<file path="src/rtl/pulse_stretcher.sv">
// ---------------------------------------------------------------------------
// pulse_stretcher
//
// Purpose:
//    Converts single-cycle event strobes into clean output levels that stay
//    high for exactly HOLD_CYCLES clock cycles. This is the inverse of a
//    level-to-pulse converter. Event sources such as keypad strobes or timer
//    ticks feed it, and slow consumers such as LEDs, a buzzer or a lock
//    actuator read its output.
//
//    Strobes that arrive while a level is already being driven are handled
//    in one of two ways:
//       - RETRIGGER = 0: the strobe is queued, up to MAX_PENDING entries.
//       - RETRIGGER = 1: the strobe restarts the hold timer.
//    Each queued level is separated from the previous one by GAP_CYCLES low
//    cycles. When GAP_CYCLES is 0, queued levels run back to back with no
//    low cycle between them.
//
// Parameters:
//    HOLD_CYCLES  clock cycles the level stays high per accepted pulse (>=1)
//    GAP_CYCLES   low cycles forced between queued levels (>=0)
//    MAX_PENDING  maximum number of queued pulses (>=1)
//    RETRIGGER    1: a pulse during HOLD restarts the timer; 0: it is queued
//
// Ports:
//    clk             in   system clock, rising edge
//    reset           in   asynchronous, active-low (0 = reset)
//    enable          in   1: accept new pulses; 0: ignore pulse_in
//    pulse_in        in   event strobe, sampled on each clock edge
//    clear_overflow  in   clears the sticky overflow flag
//    level_out       out  stretched level (registered)
//    busy            out  1 while the state machine is not idle
//    pending         out  number of queued pulses
//    overflow        out  sticky flag: a pulse was dropped because the
//                         queue was full
// ---------------------------------------------------------------------------
module pulse_stretcher #(
   parameter int HOLD_CYCLES = 10,
   parameter int GAP_CYCLES  = 1,
   parameter int MAX_PENDING = 3,
   parameter bit RETRIGGER   = 1'b0
) (
   input  logic                               clk,
   input  logic                               reset,
   input  logic                               enable,
   input  logic                               pulse_in,
   input  logic                               clear_overflow,
   output logic                               level_out,
   output logic                               busy,
   output logic [$clog2(MAX_PENDING+1)-1:0]   pending,
   output logic                               overflow
);

   // The timer must be wide enough to hold the larger of the two reload
   // values. The floor of 2 keeps the width at one bit or more even when
   // both HOLD_CYCLES and GAP_CYCLES are 1.
   localparam int HG_MAX = (HOLD_CYCLES > GAP_CYCLES) ? HOLD_CYCLES : GAP_CYCLES;
   localparam int TW     = $clog2((HG_MAX > 2) ? HG_MAX : 2);
   localparam int PW     = $clog2(MAX_PENDING + 1);

   // The GAP reload is never used when GAP_CYCLES is 0. Clamping it to 0
   // keeps the constant from going negative.
   localparam logic [TW-1:0] HOLD_LOAD = TW'(HOLD_CYCLES - 1);
   localparam logic [TW-1:0] GAP_LOAD  = TW'((GAP_CYCLES > 0) ? GAP_CYCLES - 1 : 0);
   localparam logic [PW-1:0] PEND_MAX  = PW'(MAX_PENDING);

   typedef enum logic [1:0] {
      IDLE = 2'd0,
      HOLD = 2'd1,
      GAP  = 2'd2
   } state_t;

   state_t           state_q, state_d;
   logic [TW-1:0]    timer_q, timer_d;
   logic [PW-1:0]    pending_q, pending_d;
   logic             overflow_q, overflow_d;
   logic             level_q, level_d;
   logic             busy_q, busy_d;

   logic             accept;
   logic             queueReq;
   logic             pendDec;
   logic [PW-1:0]    pendAvail;
   logic             ovfSet;

   // Next-state logic for the sequencer.
   //
   // A queued pulse is consumed when HOLD ends. That is the moment pending
   // decrements, whether the machine goes to GAP next or, with
   // GAP_CYCLES == 0, straight back into HOLD. The GAP -> HOLD transition
   // only reloads the timer; it does not touch pending.
   //
   // With RETRIGGER set, a pulse during HOLD reloads the timer. This takes
   // priority over the normal end-of-hold decision, so a pulse on the last
   // HOLD cycle keeps the level high instead of letting it drop.
   always_comb begin
      accept   = pulse_in & enable;
      state_d  = state_q;
      timer_d  = timer_q;
      queueReq = 1'b0;
      pendDec  = 1'b0;

      case (state_q)
         IDLE: begin
            if (accept) begin
               state_d = HOLD;
               timer_d = HOLD_LOAD;
            end
         end

         HOLD: begin
            if (RETRIGGER && accept) begin
               timer_d = HOLD_LOAD;
            end else begin
               queueReq = accept;
               if (timer_q == '0) begin
                  if (pending_q != '0) begin
                     pendDec = 1'b1;
                     if (GAP_CYCLES == 0) begin
                        state_d = HOLD;
                        timer_d = HOLD_LOAD;
                     end else begin
                        state_d = GAP;
                        timer_d = GAP_LOAD;
                     end
                  end else begin
                     state_d = IDLE;
                  end
               end else begin
                  timer_d = timer_q - TW'(1);
               end
            end
         end

         GAP: begin
            queueReq = accept;
            if (timer_q == '0) begin
               state_d = HOLD;
               timer_d = HOLD_LOAD;
            end else begin
               timer_d = timer_q - TW'(1);
            end
         end

         default: begin
            state_d = IDLE;
            timer_d = '0;
         end
      endcase
   end

   // Queue bookkeeping.
   //
   // Any decrement in this cycle is applied first. The incoming pulse is
   // then judged against the remaining room in the queue. A pulse that
   // coincides with a HOLD exit therefore leaves pending unchanged, and a
   // pulse is dropped only if the queue is still full after that exit.
   //
   // When a set and a clear of overflow land in the same cycle, the set
   // wins, so a drop that coincides with a clear is never lost.
   always_comb begin
      pendAvail  = pending_q - PW'(pendDec);
      ovfSet     = queueReq && (pendAvail == PEND_MAX);
      pending_d  = pendAvail;
      if (queueReq && !ovfSet) begin
         pending_d = pendAvail + PW'(1);
      end
      overflow_d = ovfSet | (overflow_q & ~clear_overflow);
      level_d    = (state_d == HOLD);
      busy_d     = (state_d != IDLE);
   end

   // State and output registers.
   //
   // The outputs are derived from the next state, so level_out and busy
   // line up with the registered state. An asynchronous reset clears
   // everything at once and abandons any level or queue that is in progress.
   always_ff @(posedge clk or negedge reset) begin
      if (!reset) begin
         state_q    <= IDLE;
         timer_q    <= '0;
         pending_q  <= '0;
         overflow_q <= 1'b0;
         level_q    <= 1'b0;
         busy_q     <= 1'b0;
      end else begin
         state_q    <= state_d;
         timer_q    <= timer_d;
         pending_q  <= pending_d;
         overflow_q <= overflow_d;
         level_q    <= level_d;
         busy_q     <= busy_d;
      end
   end

   assign level_out = level_q;
   assign busy      = busy_q;
   assign pending   = pending_q;
   assign overflow  = overflow_q;

endmodule

</file>
<file path="config.mk">
export PLATFORM = sky130hd
export DESIGN_NAME = pulse_stretcher
export DESIGN_NICKNAME = d
export VERILOG_FILES = /design/src/rtl/pulse_stretcher.sv
export SDC_FILE = /design/constraint.sdc
export NUM_CORES = 1
export LEC_CHECK = 0
export CORE_MARGIN = 1.5
export CORE_UTILIZATION = 46
export DETAILED_ROUTE_END_ITERATION = 7
export GPL_TIMING_DRIVEN = 0
export PLACE_DENSITY = 0.81
export RECOVER_POWER = 100
export SETUP_SLACK_MARGIN = 0.02
export SYNTH_ARGS = -nofsm -noshare
export SYNTH_HDL_FRONTEND = slang
export SYNTH_SLANG_ARGS = --single-unit
</file>
<file path="constraint.sdc">
create_clock -name clk -period 2.1 [get_ports clk]
set_input_delay 0.42 -clock clk [delete_from_list [all_inputs] [get_ports clk]]
set_output_delay 0.42 -clock clk [all_outputs]
set_load 0.03 [all_outputs]
</file>
==> impl_metrics.csv, run 1 <==
group,metric,value,unit
logic_synthesis,synth-edff-count,0,
run_status,violations,"setup timing",
power_and_ir_drop,ir_worst_vdd,923,uV
cts,cts_tree,"built",
place,dp_hpwl,1050,um
place,globalplace.congestion,0.747,
critical_path,worstPathCellList,"inv_2 > ha_4 > nor3b_4 > nand3b_1 > inv_1 > ha_2 > xor2_2 > ha_2 > nand3b_1 > mux2_4",
hold_path,min_from,"overflow",
critical_path,max_stage_delay,0.40,ns
global_route,grt_pass1_vias,681,
critical_path,crit_type,"register to register",
logic_synthesis,synth_area_leaders,"dfrtp_1, ha_1, inv_1",
cts,cts_hold_repair.buffers,0,
place,pre_cts_slack,-0.387,ns
detailed_routing,firstDrtPassIters,4,
die,die_area,1750,um^2
critical_path,r2r_cells,10,
timing,layout_setup_ws,-0.0761,ns
place,port_buffers,9,
detailed_routing,drt_iter0_markers,13,
cells_and_area,final_nets,111,
global_route,grt_overflow,0,
hold_path,whs_path_depth,1,
logic_synthesis,yosys.area.top_type_share,0.398,
timing,slew_headroom,0.657,
job,cap_viol_max_count,0,
global_route,antenna_found_initial,0,
power_and_ir_drop,pwr_density_cell,1580,nW/um^2
critical_path,crit_path_start_kind,"register",
die,die_w,41.8,um
timing,rsz0062_at_grt,"true",
timing,hold_slack,0.487,ns
cts,cts_buffers,3,
die,ios,10,
logic_synthesis,avgSynthCellArea,10.2,um^2
power_and_ir_drop,power_leakage,0.473,nW
critical_path,cpLargestDelayFamily,"adder cells",
run_status,status,"complete, but fails checks",
cts,clk_pin_slew_worst_paths,0.07,ns
detailed_routing,wl_per_cell,15.5,um
critical_path,rr_startpoint,"timer_q[1]",
timing,finalHoldViolations,0,
timing,setup_viol_count_final,1,
cells_and_area,drive_above_1_share,0.320,
cells_and_area,finalInstanceArea,993,um^2
timing,period_share,1.04,
cells_and_area,fillers,92,
die,fp.coreArea,1350,um^2
logic_synthesis,yosysWarnings,0,
critical_path,cp-end-kind,"register",
critical_path,required,2.26,ns
die,placementRows,13,
logic_synthesis,synth_ff_type,"dfrtp_1",
logic_synthesis,syn_inst,68,
logic_synthesis,async_reset_ff_frac,1.00,
logic_synthesis,synth_cell_type_count,34,
detailed_routing,routed_via_density,5.78,
critical_path,cp_max_fo,2,
timing,clock.fmax,460,MHz
logic_synthesis,yosys_register_bits,11,
cts,cts-root-buf,"clkbuf_4",
timing,slew_violations,0,
timing,skew,0.00751,ns
critical_path,slowest_stage,"dfrtp_1",
logic_synthesis,syn_area,692,um^2
hold_path,holdPathEnd,"overflow",
cells_and_area,final_common_cell,"buf_4",
global_route,grt_pass1_wl,3060,um
critical_path,crit_arrival,2.33,ns
critical_path,critPathBufInv,2,
timing,tns,-0.0761,ns
timing,fin_crit,2.18,ns
place,postPlaceCellArea,822,um^2
logic_synthesis,synth_area_leader_cell,"dfrtp_1",
detailed_routing,wl,1740,um
global_route,grt_max_degree,12,
cts,clockBufferDepth,2,
cells_and_area,final_cell_mix,"buf_4, dfrtp_1, inv_1",
die,initial_core_util,0.513,
global_route,grt_usage,0.237,
die,die_h,41.8,um
critical_path,timing.rr.end,"pending[1]",
cts,clock_latency,0.27,ns
cts,cts.sinks,11,
detailed_routing,ant_nets,0,
timing,worst_slew_pin_slew,0.513,ns
cts,htreeDepth,1,
detailed_routing,via_count,647,
cells_and_area,area_growth,43.6,%
cells_and_area,fin_util,0.736,
logic_synthesis,synth_nets,81,
detailed_routing,drcViolationCount,0,
logic_synthesis,ys_seq_area_frac,0.398,
critical_path,rrSetupSlack,-0.08,ns
cells_and_area,antenna_cells,0,
hold_path,hold_class,"register to register",
## per-layer routing
| metal | vias up | share of wire | track usage | routed length (um) |
|---|---|---|---|---|
| li1 | 302 | - | - | - |
| met1 | 321 | 0.45 | 0.287 | 776 |
| met2 | 16 | 0.49 | 0.403 | 853 |
| met3 | 8 | 0.037 | 0.0391 | 65 |
| met4 | 0 | 0.025 | 0.116 | 44 |
| met5 | - | 0 | 0 | 0 |
## worst register-to-register path: cells and delay by family (launching register included)
| family | cells | cell delay, ns |
|---|---|---|
| xor+xnor | 1 | 0.17 |
| simple gates | 3 | 0.51 |
| fa+ha+maj | 3 | 0.51 |
| buf+inv | 2 | 0.16 |
| flops | 1 | 0.40 |
| mux | 1 | 0.32 |
## worst max-delay path by stage
stage                from    endpoint  cells past startpoint
2_1_floorplan  timer_q[0]  pending[1]                     10
3_3_place_gp   timer_q[0]  pending[1]                     10
3_5_place_dp   timer_q[0]  pending[1]                     10
4_1_cts        timer_q[1]  pending[1]                     10
5_1_grt        timer_q[1]  pending[1]                     10
6_report       timer_q[1]  pending[1]                     10
## final cells by class
cell class | instances | area [um^2] | area share
Clock buffer | 4 | 26.3 | 0.0264
Inverter | 8 | 30.0 | 0.0302
Multi-Input combinational cell | 49 | 433 | 0.436
Sequential cell | 11 | 275 | 0.277
Tap cell | 15 | 18.8 | 0.0189
Timing Repair Buffer | 25 | 210 | 0.212
## metrics by stage
step                      power (mW)  std cells
after CTS                       1.53        112
after global placement          1.16         92
after floorplan                0.963         68
after detailed placement        1.19         92
after global routing            1.69        112
final                           1.57        112
## cell families after synthesis
kind of cell / count (synthesis) / share of synthesized area
flip-flops: 11 / 0.398
AO/OA/AOI/OAI: 19 / 0.193
multiplexers: 1 / 0.0163
adder cells (fa/ha/maj): 8 / 0.145
AND/OR/NAND/NOR: 19 / 0.179
XOR/XNOR: 2 / 0.0253
buffers and inverters: 8 / 0.0434
## flip-flops by register name (all words and copies together), names as in the netlist
| name | cells |
|---|---|
| busy | 1 |
| timer_q | 4 |
| overflow | 1 |
| pending | 2 |
| level_out | 1 |
| state_q | 2 |
## timing repair
| item | 4_1_cts | 5_1_grt |
|---|---|---|
| setup endpoints to repair | 2 | 5 |
| resized for setup | 4 | 1 |
| pin swaps | 2 | 4 |
| setup buffers | 16 | 3 |
## synth_stat cells, drive strengths merged (2+ instances only)
cell type,n
a21oi,2
inv,8
o21ai,4
o31ai,3
dfrtp,11
o211ai,2
ha,8
nor2,2
nand3b,2
nand2,3
or2,2
## report_power, final
| group | leakage (nW) | internal (mW) | switching [mW] |
|---|---|---|---|
| Clock | 0.0150 | 0.0735 | 0.0713 |
| Sequential | 0.138 | 0.306 | 0.0811 |
| Combinational | 0.320 | 0.530 | 0.504 |
| Total | 0.473 | 0.909 | 0.657 |
No activity file was read; power rests on OpenSTA's default activity.
==> run 2: changes to the inputs <==
--- a/config.mk
+++ b/config.mk
@@ -5,6 +5,8 @@
 export SDC_FILE = /design/constraint.sdc
 export NUM_CORES = 1
 export LEC_CHECK = 0
+export ABC_CLOCK_PERIOD_IN_PS = 2100
+export CAP_MARGIN = 20
 export CORE_MARGIN = 1.5
 export CORE_UTILIZATION = 46
 export DETAILED_ROUTE_END_ITERATION = 7
==> results of run 2 <==
Same layout as run 1: the final DEF is identical, and so are final timing and power.
==> run 3: changes to the inputs <==
==> constraint.sdc (replaced) <==
create_clock -name clk -period 2.1 [get_ports clk]
set_input_delay 0.21 -clock clk [delete_from_list [all_inputs] [get_ports clk]]
set_output_delay 0.21 -clock clk [all_outputs]
set_load 0.03 [all_outputs]
==> run 3 against run 2 <==
Against the previous run: the flow still finishes with violations (setup timing); sequential power barely moved; register-to-register slack barely moved; utilization did not move; setup slack did not move; combinational power barely moved; clock power barely moved; clock-buffer cell count did not move; via count rose by 0.15%; final area did not move; largest cell class unchanged; maximum frequency did not move; worst hold slack got worse by 0.14 ns; critical path depth did not move.
==> impl_metrics.csv, run 3 (same netlist as run 1, synthesis figures left out) <==
group,metric,value,unit
cells_and_area,largest_reg_flops,4,
cts,cts_buffers,3,
timing,hold_slack,0.344,ns
place,globalplace.congestion,0.747,
global_route,grt_pass1_vias,681,
detailed_routing,drt_iter0_markers,13,
run_status,status,"complete, but fails checks",
die,die_area,1750,um^2
die,die_w,41.8,um
power_and_ir_drop,ir_worst_vdd,913,uV
global_route,grt_overflow,0,
critical_path,cp_max_fo,2,
timing,clock.fmax,460,MHz
cts,clock_latency,0.27,ns
critical_path,crit_type,"register to register",
critical_path,cp-end-kind,"register",
cts,cts.sinks,11,
timing,slew_headroom,0.657,
power_and_ir_drop,power_leakage,0.473,nW
global_route,grt_usage,0.237,
die,fp.coreArea,1350,um^2
critical_path,required,2.26,ns
cts,cts_hold_repair.buffers,0,
cells_and_area,final_cell_mix,"buf_4, dfrtp_1, inv_1",
cells_and_area,final_nets,111,
timing,rsz0062_at_grt,"true",
die,placementRows,13,
global_route,grt_max_degree,12,
critical_path,crit_path_start_kind,"register",
place,postPlaceCellArea,822,um^2
cells_and_area,antenna_cells,0,
detailed_routing,wl,1740,um
cells_and_area,final_common_cell,"buf_4",
cts,htreeDepth,1,
timing,setup_viol_count_final,1,
detailed_routing,via_count,648,
cts,cts-root-buf,"clkbuf_4",
cts,clk_pin_slew_worst_paths,0.07,ns
cts,clockBufferDepth,2,
cells_and_area,fillers,92,
cells_and_area,finalInstanceArea,993,um^2
cells_and_area,area_growth,43.6,%
place,dp_hpwl,1050,um
cells_and_area,top_register,"timer_q",
die,initial_core_util,0.513,
critical_path,rrSetupSlack,-0.08,ns
hold_path,hold_class,"input port to asynchronous set/reset pin",
place,port_buffers,9,
timing,slew_violations,0,
global_route,grt_pass1_wl,3060,um
run_status,violations,"setup timing",
die,ios,10,
critical_path,crit_arrival,2.33,ns
die,die_h,41.8,um
timing,finalHoldViolations,0,
timing,skew,0.00751,ns
detailed_routing,ant_nets,0,
cells_and_area,drive_above_1_share,0.320,
timing,layout_setup_ws,-0.0761,ns
timing,fin_crit,2.18,ns
detailed_routing,drcViolationCount,0,
detailed_routing,wl_per_cell,15.5,um
detailed_routing,firstDrtPassIters,4,
timing,period_share,1.04,
cts,cts_tree,"built",
timing,worst_slew_pin_slew,0.513,ns
job,cap_viol_max_count,0,
global_route,antenna_found_initial,0,
power_and_ir_drop,pwr_density_cell,1570,nW/um^2
detailed_routing,routed_via_density,5.79,
-- run 3: changes by cell type in the layout (fill, tap and decap cells not counted), sizes merged --
cell,delta
clkdlybuf4s50,-1
dlygate4sd3,+1
-- run 3: final timing paths --
check                      startpoint  depth (start not counted)    endpoint
hold / removal                  reset                          1    overflow
hold reg to reg              overflow                          1    overflow
min in group clk             overflow                          1    overflow
max in group asynchronous       reset                          1  timer_q[0]
setup / recovery           timer_q[1]                         10  pending[1]
setup reg to reg           timer_q[1]                         10  pending[1]
-- run 3: routing by layer --
layer,part of all wire,global-route usage,vias up
li1,-,-,303
met1,0.45,0.287,321
met2,0.49,0.403,16
met3,0.037,0.0391,8
met4,0.025,0.116,0
met5,0,0,-
-- run 3: cell type report --
type / count / area (um^2) / area share
well taps: 15 / 18.8 / 0.0189
flip-flops and latches: 11 / 275 / 0.277
repair buffers: 25 / 210 / 0.212
inverters: 8 / 30.0 / 0.0302
multi-input cells: 49 / 433 / 0.436
clock buffers: 4 / 26.3 / 0.0264
-- run 3: critical path: stages (launching register included) --
cell and delay [ns]:
dfrtp_1 0.40, inv_2 0.08, ha_4 0.12, nor3b_4 0.21, nand3b_1 0.13, inv_1 0.07
ha_2 0.18, xor2_2 0.17, ha_2 0.21, nand3b_1 0.17, mux2_4 0.32
-- run 3: per-stage QoR --
| step | utilization | setup WS [ns] | total power [mW] | cells | setup TNS (ns) |
|---|---|---|---|---|---|
| after floorplan | - | -0.0609 | 0.963 | 68 | -0.0609 |
| after global placement | 0.609 | -0.258 | 1.16 | 92 | -0.258 |
| after detailed placement | 0.609 | -0.387 | 1.19 | 92 | -0.504 |
| after CTS | 0.730 | -0.0712 | 1.53 | 112 | -0.0712 |
| after global routing | 0.736 | -0.217 | 1.68 | 112 | -0.370 |
| final | 0.736 | -0.0761 | 1.56 | 112 | -0.0761 |
-- run 3: report_power, final --
group | leakage (nW) | switching [mW] | internal, mW | total, mW
Clock | 0.0150 | 0.0713 | 0.0735 | 0.145
Sequential | 0.138 | 0.0806 | 0.306 | 0.386
Combinational | 0.320 | 0.504 | 0.527 | 1.03
Total | 0.473 | 0.656 | 0.906 | 1.56
-- run 3: timing repair --
item	CTS	global route
cloned	0	0
gates resized for setup	4	1
setup endpoints to repair	2	5
pin swaps	2	4
buffers inserted	16	3
